--- src/rtl/clock_pkg.sv ---
// Shared state encoding, default moduli and field widths for the time-of-day set controller.
// Alarm states are only reachable when CLOCK_ALARM_EN is defined.
package clock_pkg;

    localparam int SEC_MOD_DEF  = 20;
    localparam int MIN_MOD_DEF  = 10;
    localparam int HOUR_MOD_DEF = 5;

    localparam int SEC_W  = 5;
    localparam int MIN_W  = 4;
    localparam int HOUR_W = 3;

    typedef enum logic [2:0] {
        RUN    = 3'd0,
        SET_H  = 3'd1,
        SET_M  = 3'd2,
        SET_S  = 3'd3,
        SET_AH = 3'd4,
        SET_AM = 3'd5
    } state_t;

    // One-hot {hour,min,sec} highlight for the field being edited.
    function automatic logic [2:0] field_of(input state_t st);
        case (st)
            SET_H, SET_AH: return 3'b100;
            SET_M, SET_AM: return 3'b010;
            SET_S:         return 3'b001;
            default:       return 3'b000;
        endcase
    endfunction

endpackage

--- src/rtl/mod_field.sv ---
// Single modulo-MOD time field: advances with carry-out, or is nudged up/down without carry.
// Used for hour/min/sec and, with CLOCK_ALARM_EN, for the alarm fields.
module mod_field
    import clock_pkg::*;
#(
    parameter int MOD = 10,
    parameter int W   = 4
) (
    input  logic         clk,
    input  logic         rst,
    input  logic         adv,
    input  logic         inc,
    input  logic         dec,
    output logic [W-1:0] value,
    output logic         carry_out
);

    localparam logic [W-1:0] TOP = W'(MOD - 1);

    assign carry_out = adv && (value == TOP);

    // inc and dec together cancel; adv and inc/dec are never asserted together by the controller.
    always_ff @(posedge clk or posedge rst) begin
        if (rst) begin
            value <= '0;
        end else if (adv || (inc && !dec)) begin
            value <= (value == TOP) ? '0 : value + W'(1);
        end else if (dec && !inc) begin
            value <= (value == '0) ? TOP : value - W'(1);
        end
    end

endmodule

--- src/rtl/clock_set_ctrl.sv ---
// Run/set controller owning the hour/min/sec counter chain, with button-driven field editing.
// Define CLOCK_ALARM_EN to add alarm registers, the SET_AH/SET_AM states and the alarm_hit pulse.
module clock_set_ctrl
    import clock_pkg::*;
#(
    parameter int SEC_MOD   = SEC_MOD_DEF,
    parameter int MIN_MOD   = MIN_MOD_DEF,
    parameter int HOUR_MOD  = HOUR_MOD_DEF,
    parameter int BLINK_DIV = 4
) (
    input  logic              clk,
    input  logic              rst,
    input  logic              tick,
    input  logic              btn_mode,
    input  logic              btn_inc,
    input  logic              btn_dec,
    output logic [HOUR_W-1:0] hour,
    output logic [MIN_W-1:0]  min,
    output logic [SEC_W-1:0]  sec,
    output logic [2:0]        field_sel,
    output logic              blink,
    output logic              alarm_hit
);

    localparam int BW = (BLINK_DIV > 1) ? $clog2(BLINK_DIV) : 1;
    localparam logic [BW-1:0] BLINK_LAST = BW'(BLINK_DIV - 1);

    state_t            state;
    state_t            nxt;
    logic              mode_q, inc_q, dec_q;
    logic              mode_ev, inc_ev, dec_ev;
    logic              running, edit_ok, adjust;
    logic [BW-1:0]     blink_cnt;
    logic [HOUR_W-1:0] hour_t;
    logic [MIN_W-1:0]  min_t;
    logic [SEC_W-1:0]  sec_t;
    logic              sec_carry, min_carry, hour_carry;
    logic              carry_unused;

    assign mode_ev = btn_mode & ~mode_q;
    assign inc_ev  = btn_inc  & ~inc_q;
    assign dec_ev  = btn_dec  & ~dec_q;

    assign running = (state == RUN);
    // A mode event always wins over a same-cycle inc/dec.
    assign edit_ok = !running && !mode_ev;
    assign adjust  = edit_ok && (inc_ev ^ dec_ev);

    always_ff @(posedge clk or posedge rst) begin
        if (rst) begin
            mode_q <= 1'b0;
            inc_q  <= 1'b0;
            dec_q  <= 1'b0;
        end else begin
            mode_q <= btn_mode;
            inc_q  <= btn_inc;
            dec_q  <= btn_dec;
        end
    end

    always_comb begin
        nxt = state;
        if (mode_ev) begin
            case (state)
                RUN:    nxt = SET_H;
                SET_H:  nxt = SET_M;
                SET_M:  nxt = SET_S;
`ifdef CLOCK_ALARM_EN
                SET_S:  nxt = SET_AH;
                SET_AH: nxt = SET_AM;
                SET_AM: nxt = RUN;
`else
                SET_S:  nxt = RUN;
                SET_AH: nxt = RUN;
                SET_AM: nxt = RUN;
`endif
                default: nxt = RUN;
            endcase
        end
    end

    // Blink restarts visible after every edit and is parked low whenever the clock runs.
    always_ff @(posedge clk or posedge rst) begin
        if (rst) begin
            state     <= RUN;
            field_sel <= 3'b000;
            blink     <= 1'b0;
            blink_cnt <= '0;
        end else begin
            state     <= nxt;
            field_sel <= field_of(nxt);
            if (nxt == RUN) begin
                blink     <= 1'b0;
                blink_cnt <= '0;
            end else if (adjust) begin
                blink     <= 1'b1;
                blink_cnt <= '0;
            end else if (!running) begin
                if (blink_cnt == BLINK_LAST) begin
                    blink_cnt <= '0;
                    blink     <= ~blink;
                end else begin
                    blink_cnt <= blink_cnt + BW'(1);
                end
            end
        end
    end

    mod_field #(.MOD(SEC_MOD), .W(SEC_W)) u_sec (
        .clk(clk), .rst(rst), .adv(running && tick),
        .inc(edit_ok && inc_ev && state == SET_S),
        .dec(edit_ok && dec_ev && state == SET_S),
        .value(sec_t), .carry_out(sec_carry)
    );

    mod_field #(.MOD(MIN_MOD), .W(MIN_W)) u_min (
        .clk(clk), .rst(rst), .adv(sec_carry),
        .inc(edit_ok && inc_ev && state == SET_M),
        .dec(edit_ok && dec_ev && state == SET_M),
        .value(min_t), .carry_out(min_carry)
    );

    mod_field #(.MOD(HOUR_MOD), .W(HOUR_W)) u_hour (
        .clk(clk), .rst(rst), .adv(min_carry),
        .inc(edit_ok && inc_ev && state == SET_H),
        .dec(edit_ok && dec_ev && state == SET_H),
        .value(hour_t), .carry_out(hour_carry)
    );

    assign sec = sec_t;

`ifdef CLOCK_ALARM_EN
    logic [HOUR_W-1:0] alarm_h;
    logic [MIN_W-1:0]  alarm_m;
    logic [HOUR_W-1:0] hour_next;
    logic [MIN_W-1:0]  min_next;
    logic              ah_carry, am_carry;
    logic              show_alarm;

    mod_field #(.MOD(HOUR_MOD), .W(HOUR_W)) u_alarm_h (
        .clk(clk), .rst(rst), .adv(1'b0),
        .inc(edit_ok && inc_ev && state == SET_AH),
        .dec(edit_ok && dec_ev && state == SET_AH),
        .value(alarm_h), .carry_out(ah_carry)
    );

    mod_field #(.MOD(MIN_MOD), .W(MIN_W)) u_alarm_m (
        .clk(clk), .rst(rst), .adv(1'b0),
        .inc(edit_ok && inc_ev && state == SET_AM),
        .dec(edit_ok && dec_ev && state == SET_AM),
        .value(alarm_m), .carry_out(am_carry)
    );

    assign carry_unused = ah_carry ^ am_carry;
    assign show_alarm   = (state == SET_AH) || (state == SET_AM);
    assign hour         = show_alarm ? alarm_h : hour_t;
    assign min          = show_alarm ? alarm_m : min_t;

    // The time this tick lands on; only meaningful when sec_carry is set.
    assign min_next  = min_carry ? '0 : min_t + MIN_W'(1);
    assign hour_next = hour_carry ? '0 : (min_carry ? hour_t + HOUR_W'(1) : hour_t);

    always_ff @(posedge clk or posedge rst) begin
        if (rst) begin
            alarm_hit <= 1'b0;
        end else begin
            alarm_hit <= sec_carry && (min_next == alarm_m) && (hour_next == alarm_h);
        end
    end
`else
    assign carry_unused = hour_carry;
    assign hour         = hour_t;
    assign min          = min_t;
    assign alarm_hit    = 1'b0;
`endif

endmodule
--- config.mk ---
export PLATFORM = sky130hd
export DESIGN_NAME = clock_set_ctrl
export DESIGN_NICKNAME = d
export VERILOG_FILES = /design/src/rtl/clock_pkg.sv /design/src/rtl/mod_field.sv /design/src/rtl/clock_set_ctrl.sv
export SDC_FILE = /design/constraint.sdc
export NUM_CORES = 1
export LEC_CHECK = 0
export ABC_AREA = 0
export CORE_MARGIN = 2
export CORE_UTILIZATION = 40
export DETAILED_ROUTE_END_ITERATION = 10
export PLACE_DENSITY = 0.68
export SLEW_MARGIN = 20
export SYNTH_ARGS = -nofsm -noshare
export SYNTH_HDL_FRONTEND = slang
export SYNTH_SLANG_ARGS = --single-unit
--- constraint.sdc ---
create_clock -name clk -period 1.6 [get_ports clk]
set_input_delay 0.48 -clock clk [delete_from_list [all_inputs] [get_ports clk]]
set_output_delay 0.48 -clock clk [all_outputs]
set_load 0.02 [all_outputs]
# --- Word-level counts from Yosys, hierarchy flattened ---
# Index checks and enable logic that the tools add are counted.
word_totals:
  rom_bits: 0
  out_inout_bits: 17
  ram_bits: 0
  elab_cells: 103
  regBits: 24
  memories: 0
  latch_bits: 0
  in_bits: 6
op_classes:
  n_mux: 23
  n_div: 0
  mul: 0
  n_shift: 0
  eq_ne: 13
  n_lt_le_gt_ge: 0
  add_sub_neg: 7
  bitwise_logic: 8
  n_reduce_logical: 42
ops:
  columns: ["cell", "count"]
  rows:
  - ["5-bit 2-to-1 mux", 4]
  - ["1-bit logical AND", 19]
  - ["4-bit 2-to-1 mux", 4]
  - ["3-bit 2-to-1 mux", 5]
  - ["3-bit by 2-bit equality test with 1-bit output (second input constant)", 4]
  - ["3-bit equality test (second input constant)", 3]
  - ["3-bit zero test", 3]
  - ["3-bit one-hot mux with 3 select lines", 1]
  - ["1-bit zero test", 8]
  - ["2-bit 2-to-1 mux", 4]
  - ["3-bit by 1-bit equality test with 1-bit output (second input constant)", 2]
  - ["2-bit one-hot mux with 3 select lines", 1]
  - ["2-bit nonzero test", 3]
  - ["5-bit by 1-bit adder with 5-bit output (second input constant)", 1]
  - ["5-bit equality test (second input constant)", 1]
  - ["5-bit zero test", 1]
  - ["5-bit by 1-bit subtractor with 5-bit output (second input constant)", 1]
  - ["4-bit by 1-bit adder with 4-bit output (second input constant)", 1]
  - ["4-bit equality test (second input constant)", 1]
  - ["4-bit zero test", 1]
  - ["1-bit 2-to-1 mux", 4]
  - ["1-bit NOT", 4]
  - ["2-bit OR reduction", 2]
  - ["4-bit by 1-bit subtractor with 4-bit output (second input constant)", 1]
  - ["10 further kinds", 14]

# --- Depth between registers and ports, before layout ---
# Gate-level depths: netlist (run 1).
logic_depth:
  depth_word: 10
  depth_mapped: 7
  ltp_nobuf: 7

# --- Cells and area by module ---
# A second synthesis (run 1) with hierarchy kept.
unflattened:
  hier_cells: 200
  hier_area_um2: 1757.9
modules_own_cells:
  columns: ["module", "cells_each", "area_per_inst_um2", "instances", "seq_area_each_um2"]
  rows:
  - ["clock_set_ctrl", 68, 633.1, 1, 300.3]
  - ["mod_field (u_sec)", 60, 500.5, 1, 125.1]
  - ["mod_field (u_min)", 40, 342.8, 1, 100.1]
  - ["mod_field (u_hour)", 32, 281.5, 1, 75.1]

# --- Least setup slack after synthesis (run 1) ---
# OpenSTA, ideal clock, no wires.
synth_timing:
  path_kind: "reg2reg"
  from: "reg u_sec.value[0]"
  to: "reg u_min.value[3]"
  setup_ps: 126
  stages_incl_launch_ff: 7
  required_ps: 1474
  path_slack_ps: -246
  path_buffers: 0
  arrival_ps: 1720
  period_less_slack_ps: 1846
  path_cell_list: "dfrtp_1 > ha_1 > and4bb_1 > nand2_1 > a21boi_4 > o21ai_1 > a221o_1"
synth_between:
  elab_chain_len: 4
  elab_cells_between_ends: 5
  cone_classes: "1 x eq/ne; 1 x mux; 3 x reduce/logical"
synth_rtl:
  columns: ["item", "line_no", "source"]
  rows:
  - ["start, declared", "mod_field.sv:14", "output logic [W-1:0] value,"]
  - ["start signal, assigned", "mod_field.sv:27", "value <= (value == TOP) ? '0 : value + W'(1);"]
  - ["start signal, assigned", "mod_field.sv:29", "value <= (value == '0) ? TOP : value - W'(1);"]
  - ["5-bit equality test *", "mod_field.sv:20", "assign carry_out = adv && (value == TOP);"]
  - ["1-bit logical AND *", "mod_field.sv:20", null]
  - ["1-bit logical OR *", "mod_field.sv:26", "end else if (adv || (inc && !dec)) begin"]
  - ["4-bit 2-to-1 mux or 2-bit nonzero test (tied branches)", null, null]
  - ["end signal, assigned", "mod_field.sv:27", null]
  - ["end signal, assigned", "mod_field.sv:29", null]
  - ["end, declared", "mod_field.sv:14", null]
# Every way passes the cells marked *; elsewhere a longest branch is shown, timed or not.
# A chain may end at the register's enable or synchronous reset.

# --- Worst setup path in the final report (run 1) ---
# Ends and elaborated chain as after synthesis.

==> results of run 1 <==
==> cells in the mapped netlist (3+ instances only) <==
cell type / count
mux2i_1: 4
o21a_1: 3
nor2_1: 13
a32o_1: 4
buf_2: 5
nor3_1: 4
nand3_1: 7
ha_1: 8
o21ai_1: 3
o21ai_0: 18
nand2_1: 12
nor2b_1: 5
inv_1: 13
a21oi_1: 8
dfrtp_1: 24
nand4_1: 3
nand2b_1: 3
==> cell usage in the layout (no fill, tap or decap), types with 5 or more instances in the layout <==
cell type	netlist	layout
o21ai_1	3	8
nor2_1	13	10
buf_4	1	36
a21oi_1	8	8
nand3_1	7	6
o21ai_0	18	8
o21ai_2	0	5
dlygate4sd2_1	0	13
ha_1	8	5
dfrtp_1	24	19
inv_1	13	11
dfrtp_2	0	5
nand2_1	12	8
==> routing by layer <==
metal / global-route usage, % / up-vias
met5: 0 / -
met4: 5.36 / 0
met3: 2.53 / 2
met2: 33.8 / 26
met1: 27.2 / 766
li1: - / 746
==> critical path: stages (launching register included) <==
cell and delay (ns):
dfrtp_2 0.44, ha_4 0.17, and4bb_4 0.23, nand2_4 0.08
a21boi_4 0.07, buf_6 0.13, nand4_1 0.06, o21ai_1 0.08
a221o_1 0.32
==> logic make-up after synthesis <==
kind of cell,count (synthesis)
simple gates,63
compound gates,50
flops,24
buf+inv,21
fa+ha+maj,8
xor+xnor,4
mux,4
other cells,1
==> sequential cells by signal, indices dropped and copies added, names as in the netlist <==
name and flops:
blink 1, inc_q 1, u_sec.value 5, field_sel 3
state 3, u_min.value 4, dec_q 1, u_hour.value 3
blink_cnt 2, mode_q 1
==> repair_timing <==
| item | CTS | global route |
|---|---|---|
| endpoints found under the hold margin | 0 | 0 |
| resized for setup | 62 | 28 |
| hold buffers | 0 | 0 |
| endpoints found under the setup margin | 31 | 16 |
| setup buffers | 4 | 2 |
| pin swaps | 23 | 12 |
==> power by group through the flow <==
stage / Combinational (mW) / Clock (mW) / Sequential (mW)
detailed placement: 2.25 / 0 / 1.01
finish: 2.54 / 0.432 / 1.01
floorplan: 1.10 / 0 / 1.25
global route: 2.76 / 0.466 / 1.04
global placement: 2.18 / 0 / 0.993
CTS: 2.34 / 0.436 / 0.998
==> how the worst min path moves through the flow <==
stage                               to  cells past startpoint  slack, ns         start
after floorplan                  blink                      1       0.49           rst
after global placement    blink_cnt[1]                      1       0.51  blink_cnt[1]
after detailed placement  blink_cnt[1]                      1       0.53  blink_cnt[1]
after CTS                       mode_q                      1       0.35      btn_mode
after global routing            mode_q                      1       0.37      btn_mode
final                           mode_q                      1       0.38      btn_mode
==> cell type report <==
class | instances | area, µm²
flip-flops and latches | 24 | 607
clock buffers | 4 | 55.1
well taps | 48 | 60.1
fillers | 325 | 1380
multi-input cells | 130 | 1100
inverters | 13 | 51.3
repair buffers | 61 | 489
==> results.tsv, run 1 <==
metric	value	unit
outcome	finished, violations left	
violations	negative setup slack	
seq_area_frac_synth	37.9	%
ys_warn_count	0	
dp_hpwl	2860	µm
critPathLaunch	u_sec.value[0]	
io_pins	23	
drcViolationCount	0	
p_seq_share	25.4	%
synth_top_family_by_area	simple AND/OR/NAND/NOR gates	
hold_viol	0	
portBuffers	21	
holdWs	0.381	ns
r2r-start	u_sec.value[0]	
final_nets	247	
start_util	42.3	%
tns	-0.264	ns
num_vias	1540	
rows	22	
globalRouteTotalUtil	20.1	%
syn-num-nets	189	
antenna_cells	0	
grt-ovfl-total	0	
period_needed	1.67	ns
p_leak	1.08	nW
total_power	3.98	mW
htreeDepth	1	
tritoncts	yes	
wl_met2	2100	µm
synth_top_cell_area_share	37.9	%
core_area	3740	µm²
drt_iter0_drc	94	
dp_slack	-0.626	ns
yosysUniqueCellTypes	51	
period_share	104	%
synth-compound-area-share	22.1	%
worstSetupEndpoint	u_min.value[3]	
path_clk_slew	0.09	ns
fin_skew	0.00244	ns
max_freq	599	MHz
postRouteAntennaNets	0	
dpl.cell_count	270	
startpoint_type	flip-flop	
synthCells	175	
synth.area.mux_share	2.53	%
via_per_inst	5.50	
endpoint_kind	flip-flop	
worst_hold_path_type	in -> reg	
antenna_found_initial	0	
synth_adder_area_share	6.32	%
async_flop_share	100	%
die_w	66.9	µm
p_int	2.23	mW
pwr-share-clk	10.9	%
grt_pass1_wl	6990	µm
instances_no_fill	280	
worstPathRequired	1.76	ns
die_area	4480	µm²
pwr-share-comb	63.7	%
synth_top_flop_cell	dfrtp_1	
crit_fanout	5	
power_density	1690	nW/µm²
criticalPathCategory	reg -> reg	
synth_xor_area_share	2.21	%
synth-simple-area-share	22.6	%
rsz0062_at_grt	true	
worstReg2RegEnd	u_min.value[3]	
slew_violations	0	
vdd_drop_max	844	µV
gp_congestion	1.02	
cp.arrival	1.83	ns
wl_met1	1890	µm
grt_max_degree	25	
die_h	66.9	µm
synth_edf_count	0	
reg2reg_setup_slack	-0.07	ns
routedWlPerCell	14.8	µm
maxUsedRoutingLayer	met4	
layout-drive-gt1-share	40.5	%
sw_frac_of_total	43.9	%
area_growth_syn_to_layout	49.2	%
synthesis.area	1580	µm²
postLayoutCellArea	2360	µm²
avgSynthCellArea	9.04	µm²
dpl_cell_area	2090	µm²
clk_latency	0.27	ns
setup_viol	5	
synth_top_area_cell	dfrtp_1	
ys_seq_elements	24	
routed-wl-met3	130	µm
dr.pass1.iters	4	
fin_ws	-0.0708	ns
grt_pass1_vias	1506	
cts_sinks	24	
worstRegToRegCells	8	
clockBufferDepth	2	
cts_buffers	3	
drv_cap	0	
synth_area_leaders	dfrtp_1, ha_1, o21ai_0, inv_1, nor2_1	
power_switching	1.75	mW
finalCoreUtilization	63.1	%
routed_wl	4140	µm
cts_root_buffer	clkbuf_8	
No activity file was read; power rests on OpenSTA's default activity.
==> inputs of run 2 (changes only) <==
- DONT_BUFFER_PORTS: unset -> 1
- PLACE_DENSITY: 0.68 -> 0.6
==> results.tsv, run 2 (synthesis gave the netlist of run 1 again) <==
metric	value	unit
cts_sinks	24	
worstReg2RegEnd	u_min.value[1]	
cp.arrival	1.81	ns
instances_no_fill	256	
routed_wl	3590	µm
cts_root_buffer	clkbuf_8	
dpl_cell_area	1900	µm²
critPathLaunch	u_sec.value[1]	
final_nets	223	
portBuffers	0	
vdd_drop_max	758	µV
crit_fanout	7	
gp_congestion	0.813	
drv_cap	0	
die_w	66.9	µm
period_needed	1.65	ns
period_share	103	%
p_leak	0.905	nW
endpoint_kind	flip-flop	
dr.pass1.iters	4	
holdWs	0.0851	ns
power_switching	1.55	mW
routedWlPerCell	14.0	µm
area_growth_syn_to_layout	29.3	%
postRouteAntennaNets	0	
p_int	1.99	mW
fin_ws	-0.0532	ns
worstSetupEndpoint	u_min.value[1]	
grt_pass1_wl	6200	µm
grt-ovfl-total	0	
path_clk_slew	0.09	ns
worstRegToRegCells	7	
pwr-share-clk	11.7	%
dp_hpwl	2820	µm
htreeDepth	1	
slew_violations	0	
tritoncts	yes	
tns	-0.185	ns
power_density	1730	nW/µm²
cts_buffers	3	
violations	negative setup slack	
io_pins	23	
sw_frac_of_total	43.8	%
worst_hold_path_type	in -> async	
startpoint_type	flip-flop	
top_register	u_sec.value	
fin_skew	0.00641	ns
dpl.cell_count	251	
drt_iter0_drc	106	
clockBufferDepth	2	
reg.largest.list	u_sec.value: 5 flops, u_min.value: 4 flops	
max_freq	605	MHz
num_vias	1387	
worstPathRequired	1.75	ns
rsz0062_at_grt	true	
setup_viol	6	
rows	22	
via_per_inst	5.42	
core_area	3740	µm²
criticalPathCategory	reg -> reg	
hold_viol	0	
clk_latency	0.27	ns
pwr-share-comb	58.8	%
grt_max_degree	15	
r2r-start	u_sec.value[1]	
antenna_cells	0	
antenna_found_initial	0	
drcViolationCount	0	
p_seq_share	29.5	%
reg2reg_setup_slack	-0.05	ns
postLayoutCellArea	2050	µm²
die_area	4480	µm²
largest_reg_flops	5	
final_cell_mix	buf_4, dfrtp_1, o21ai_0, nor2_1, inv_1	
grt_pass1_vias	1422	
die_h	66.9	µm
layout-drive-gt1-share	34.6	%
start_util	42.3	%
globalRouteTotalUtil	17.7	%
final_common_cell	buf_4	
outcome	finished, violations left	
==> run 2: worst min path at each step <==
stage | start | endpoint | slack (ns) | cells after the start
after floorplan | rst | blink | 0.49 | 1
after global placement | rst | u_hour.value[2] | 0.39 | 1
after detailed placement | rst | u_hour.value[2] | 0.39 | 1
after CTS | rst | u_hour.value[1] | 0.1 | 1
after global routing | rst | u_hour.value[2] | 0.10 | 1
final | rst | u_hour.value[1] | 0.09 | 1
==> run 2: timing repair <==
item | CTS | global route
hold endpoints to repair | 0 | 0
hold buffers | 0 | 0
pin swaps | 7 | 1
resized for setup | 10 | 12
buffers inserted | 0 | 1
setup endpoints to repair | 9 | 14
==> run 2: stage by stage <==
step                      worst slack (ns)  utilization [%]  total power, mW
final                              -0.0532             54.7             3.54
after global routing                -0.157             54.7             3.83
after CTS                          -0.0555             53.2             3.43
after detailed placement            -0.141             50.7             2.97
after global placement             -0.0969             50.7             2.89
after floorplan                    -0.0984                -             2.35
==> run 2: per-layer routing <==
metal / global-route usage (%) / wire [µm] / up-vias
met5: 0 / 0 / -
met4: 4.59 / 36 / 0
met3: 2.36 / 109 / 6
li1: - / - / 697
met1: 23.2 / 1660 / 663
met2: 30.4 / 1790 / 21
==> run 2: area by class of cell <==
class                   count  area [µm²]
repair buffers             37         278
inverters                  13        48.8
fillers                   339        1700
multi-input cells         130        1000
well taps                  48        60.1
flip-flops and latches     24         606
clock buffers               4        55.1
==> run 2: critical path, stage by stage (launching register included) <==
cell and delay (ns):
dfrtp_2 0.39, ha_4 0.14, and4bb_4 0.28, nand2_2 0.08, a21boi_4 0.23, xnor2_1 0.15
nand2_1 0.07, a32o_1 0.20
==> run 2: power by group through the flow <==
stage                     Sequential (mW)  Combinational (mW)  Clock, mW
after floorplan                      1.25                1.10          0
after global placement               1.04                1.85          0
after detailed placement             1.05                1.92          0
after CTS                            1.03                1.97      0.425
after global routing                 1.07                2.31      0.455
final                                1.04                2.08      0.414
